### config.mk
export PLATFORM = sky130hd
export DESIGN_NAME = stream_1d_to_2d_array
export DESIGN_NICKNAME = d
export VERILOG_FILES = /design/src/rtl/array_ops_pkg.sv /design/src/rtl/convert_1d_to_2d_array.sv /design/src/rtl/stream_1d_to_2d_array.sv
export SDC_FILE = /design/constraint.sdc
export NUM_CORES = 1
export LEC_CHECK = 0
export ABC_AREA = 1
export BUFFER_PORTS_ARGS = -buffer_cell sky130_fd_sc_hd__buf_2
export CAP_MARGIN = 40
export CORE_MARGIN = 4
export CORE_UTILIZATION = 50
export DETAILED_ROUTE_END_ITERATION = 10
export HOLD_SLACK_MARGIN = 0.1
export PLACE_DENSITY = 0.87
export SLEW_MARGIN = 20
export SYNTH_ARGS = -nofsm -noshare
export SYNTH_HDL_FRONTEND = slang
export SYNTH_SLANG_ARGS = --single-unit
### constraint.sdc
create_clock -name clk -period 1.7 [get_ports clk]
set_input_delay 0.085 -clock clk [delete_from_list [all_inputs] [get_ports clk]]
set_output_delay 0.085 -clock clk [all_outputs]
set_load 0.05 [all_outputs]
### src/rtl/array_ops_pkg.sv
// Shared types and helpers for the array stream converters.
package array_ops_pkg;

  typedef enum logic {
    FILL = 1'b0,
    HOLD = 1'b1
  } state_e;

  // Counter width that stays at least one bit for degenerate sizes.
  function automatic int cnt_w(input int n);
    return (n <= 1) ? 1 : $clog2(n);
  endfunction

endpackage

### src/rtl/convert_1d_to_2d_array.sv
// Splits one packed row into COLS elements; column 0 sits in the LSBs.
module convert_1d_to_2d_array #(
  parameter int BIT_WIDTH = 4,
  parameter int COLS      = 8
) (
  input  logic [COLS*BIT_WIDTH-1:0] data_i,
  output logic [BIT_WIDTH-1:0]      row_o [COLS]
);

  for (genvar c = 0; c < COLS; c++) begin : g_col
    assign row_o[c] = data_i[c*BIT_WIDTH +: BIT_WIDTH];
  end

endmodule

### src/rtl/stream_1d_to_2d_array.sv
// Collects up to ROWS packed-row beats into a registered 2D frame and
// presents it on a valid/ready output, overlapping hand-off with the next fill.
module stream_1d_to_2d_array
  import array_ops_pkg::*;
#(
  parameter int BIT_WIDTH = 4,
  parameter int COLS      = 8,
  parameter int ROWS      = 4
) (
  input  logic                       clk,
  input  logic                       rst,
  input  logic [COLS*BIT_WIDTH-1:0]  in_data,
  input  logic                       in_valid,
  input  logic                       in_last,
  output logic                       in_ready,
  output logic [BIT_WIDTH-1:0]       out_data [ROWS][COLS],
  output logic [$clog2(ROWS+1)-1:0]  out_rows,
  output logic                       out_valid,
  input  logic                       out_ready
);

  localparam int CW = cnt_w(ROWS);
  localparam int RW = $clog2(ROWS + 1);

  state_e               state_q, state_d;
  logic [CW-1:0]        row_cnt_q, row_cnt_d;
  logic [RW-1:0]        out_rows_q, out_rows_d;
  logic [BIT_WIDTH-1:0] data_q [ROWS][COLS];
  logic [BIT_WIDTH-1:0] data_d [ROWS][COLS];
  logic [BIT_WIDTH-1:0] row_s  [COLS];
  logic                 in_fire_s;
  logic                 last_row_s;

  convert_1d_to_2d_array #(
    .BIT_WIDTH (BIT_WIDTH),
    .COLS      (COLS)
  ) u_convert (
    .data_i (in_data),
    .row_o  (row_s)
  );

  // A held frame frees its slot in the same cycle it is accepted downstream.
  assign in_ready   = (state_q == FILL) || ((state_q == HOLD) && out_ready);
  assign in_fire_s  = in_valid && in_ready;
  assign last_row_s = (row_cnt_q == CW'(ROWS - 1)) || in_last;

  assign out_valid = (state_q == HOLD);
  assign out_rows  = out_rows_q;
  assign out_data  = data_q;

  always_comb begin
    state_d    = state_q;
    row_cnt_d  = row_cnt_q;
    out_rows_d = out_rows_q;
    case (state_q)
      FILL:    state_d = FILL;
      HOLD:    state_d = out_ready ? FILL : HOLD;
      default: state_d = FILL;
    endcase
    // row_cnt is 0 whenever a frame is held, so a beat taken in HOLD lands in row 0.
    if (in_fire_s) begin
      if (last_row_s) begin
        out_rows_d = RW'(row_cnt_q) + RW'(1);
        row_cnt_d  = '0;
        state_d    = HOLD;
      end else begin
        row_cnt_d = row_cnt_q + CW'(1);
      end
    end else begin
      row_cnt_d = row_cnt_q;
    end
  end

  always_comb begin
    for (int r = 0; r < ROWS; r++) begin
      for (int c = 0; c < COLS; c++) begin
        if (in_fire_s && (CW'(r) == row_cnt_q)) begin
          data_d[r][c] = row_s[c];
        end else if (in_fire_s && last_row_s && (r > int'(row_cnt_q))) begin
          data_d[r][c] = '0;
        end else begin
          data_d[r][c] = data_q[r][c];
        end
      end
    end
  end

  always_ff @(posedge clk) begin
    if (rst) begin
      state_q    <= FILL;
      row_cnt_q  <= '0;
      out_rows_q <= '0;
      for (int r = 0; r < ROWS; r++) begin
        for (int c = 0; c < COLS; c++) begin
          data_q[r][c] <= '0;
        end
      end
    end else begin
      state_q    <= state_d;
      row_cnt_q  <= row_cnt_d;
      out_rows_q <= out_rows_d;
      data_q     <= data_d;
    end
  end

endmodule

==> results.toml <==
[synth]
ys.warnings.count = 0
syn-num-nets = 650
syn_area_per_cell_um2 = 8.115
synth.yosys.seq_area_share = 0.5428
yosysTopAreaCell = "dfxtp_1"
synth_largest_type_area_fraction = 0.5428
ys_seq_elements = 134
synth_cells = 609
syn_area_um2 = 4942
top_post_synthesis_cells_by_area = "dfxtp_1 54%, nand3_1 13%, a21oi_1 10%"
yosys.cell_types.count = 21

[setup_path]
critical_path_class = "reg -> reg"
setup.worst_path.start = "out_valid$_SDFF_PP0_"
cp_data_arrival_time_ns = 1.99
cp-end-kind = "flip-flop"
timing.critical_path.slowest_cell_delay_ns = 0.33
crit_chain = "nand2_4, nand2_4, inv_4, nand2_2, inv_1, buf_12, nand2_1, a21oi_1"
cp.required_ns = 2.14
crit_path_max_delay_cell_type = "dfxtp_2"
timing.critical_path.mode_cell = "nand2_4"
crit_path_max_fanout = 24
worst_setup_path_start_kind = "flip-flop"
startpoint_of_the_worst_slack_reg_to_reg_timing_path = "out_valid$_SDFF_PP0_"

[floorplan]
design.portCount = 170
core_area_um2 = 9684
die_outline_area_um2 = 11540
placement_rows = 36
dieWidth_um = 107.4
starting_utilization_of_the_core_area = 0.5103
die_height_um = 107.4

[drt]
drt-wirelength-per-cell_um = 17.03
drt_pass1_iterations = 5
first_iter_violations = 429
post-route-drc-count = 0
postRouteAntennaNets = 0
totalWireLength_mm = 16.19
total_number_of_vias = 5224
via_per_inst = 5.493

[global_route]
grt_start_max_net_pins = 71
grt-ovfl-total = 0
total_grt_usage = 0.2812
grt_pass1_vias = 5102
grt_pass1_wl_mm = 25.70
grt_antenna_before_repair = 0

[timing]
final.min_clock_period_ns = 1.554
maxClockFrequency_mhz = 643.5
rsz0062_at_grt = "false"
timing.final.crit_share = 0.9141
maxSlewViolCount = 0
headroom_to_the_max_slew_limit = 0.7502
setup_viol = 0
final_layout_worst_hold_slack_ns = 0.2485
max_slew.worst_pin.slew_ns = 0.3742
clock_skew_ns = 0.005630
finalSetupTns_ns = 0
final_hold_viol_count = 0

[placed_design]
place.gp.congestion = 0.8867
port_buffers = 169
dp_wirelength_mm = 10.58

[clock_tree]
clk_pin_slew_ns = 0.06
postCtsSetupBuffers = 0
cts_made_buffers = 17
ctsRootBufferMaster = "clkbuf_8"
cts_max_path_buffers = 2
cts_htree_levels = 4
cts.sink_count = 134
tritoncts = "built"
clock_latency_reported_for_the_late_side_of_the_worst_skew_pair_ns = 0.51

[pwr]
worst_ir_drop_vdd_mv = 0.7021
leakagePower_nw = 3.153
power_per_cell_area_nw_per_um2 = 1178

[status]
run_status = "complete, no violations"

[cells_and_area]
drive_above_1_share = 0.2836
area_delta_synth_final_pct = 38.84
post-route-util = 0.7085
diode_insertion_count_for_antenna_repair = 0
final_net_count = 846
mostFrequentLayoutCell = "buf_2"
mostFrequentLayoutCells = "168 x buf_2, 133 x dfxtp_1, 130 x nand3_1, 105 x nand2_1, 100 x a21oi_1"
fill_count = 724

[job]
cap_violations = 0

[hold_path]
hold_start = "in_last"
min-delay-path-class = "in -> reg"
-- per-stage QoR --
| step | power (mW) | instances | worst slack (ns) | instance area, µm² |
|---|---|---|---|---|
| finish | 8.086 | 951 | 0.1461 | 6862 |
| CTS | 8.083 | 951 | 0.1389 | 6858 |
| detailed placement | 4.398 | 884 | 0.1523 | 5907 |
| global placement | 4.372 | 884 | 0.2639 | 5907 |
| floorplan | 4.080 | 609 | 0.1892 | 4943 |
| global route | 8.341 | 951 | 0.01331 | 6862 |
-- layer usage --
layer	GRT usage	up-vias	routed length (µm)
met5	0	-	0
met4	0.1497	0	688
met3	0.07379	77	1550
met2	0.4678	344	7820
met1	0.3318	2381	6132
li1	-	2422	-
-- cell type report --
| class | instances | area, µm² | area share |
|---|---|---|---|
| sequential | 134 | 2684 | 0.3911 |
| multi-input combinational | 383 | 1837 | 0.2677 |
| timing repair buffer | 227 | 1413 | 0.2059 |
| clock buffer | 24 | 480.5 | 0.07002 |
| tap | 133 | 166.4 | 0.02425 |
| inverter | 42 | 161.4 | 0.02352 |
| clock inverter | 8 | 120.1 | 0.01751 |
-- sequential cells by signal, summed over array words and instances (netlist names) --
name / flops
out_data: 128
out_rows: 3
out_valid: 1
row_cnt_q: 2
-- cell families after synthesis --
family | share of synthesized area
AND/OR/NAND/NOR | 0.2278
flip-flops | 0.5428
AO/OA/AOI/OAI | 0.1337
buffers and inverters | 0.08557
adder cells (fa/ha/maj) | 0.01013
-- worst max-delay path, delay by kind of cell, from the launching register on --
kind            cells  cell delay, ns
simple gates        4            0.32
compound gates      1            0.17
buf+inv             3            0.66
flops               1            0.33
-- timing repair --
item | CTS | global route
endpoints found under the setup margin | 0 | 6
endpoints found under the hold margin | 131 | 0
hold buffers | 35 | 0
resized for setup | 0 | 1
-- power by group --
group	internal, mW	total [mW]	switching (mW)
sequential	3.25	3.31	0.0606
combinational	0.305	1.11	0.804
clock	2.38	3.67	1.28
total	5.94	8.09	2.15
-- final timing paths --
path                                                   to  slack (ns)  depth (start not counted)
worst max-delay path            out_data[84]$_SDFFE_PP0P_        0.15                          8
worst min-delay path             out_rows[1]$_SDFFE_PP0P_        0.25                          7
worst max register to register  out_data[84]$_SDFFE_PP0P_        0.15                          8
worst min register to register  out_data[99]$_SDFFE_PP0P_        0.46                          2
-- synthesized netlist by cell type --
| cell | count |
|---|---|
| o21ai_0 | 17 |
| nand2_1 | 105 |
| buf_6 | 4 |
| o21ai_1 | 15 |
| dfxtp_1 | 134 |
| nand3_1 | 130 |
| nor3_1 | 1 |
| clkbuf_1 | 21 |
| buf_4 | 6 |
| nor2_1 | 3 |
| buf_2 | 17 |
| nand2_4 | 3 |
| clkinv_2 | 1 |
| nand2_2 | 3 |
| nand4_1 | 2 |
| inv_4 | 1 |
| inv_2 | 2 |
| buf_1 | 2 |
| a21oi_1 | 100 |
| inv_1 | 38 |
| ha_1 | 4 |
No activity file was read; power rests on OpenSTA's default activity.
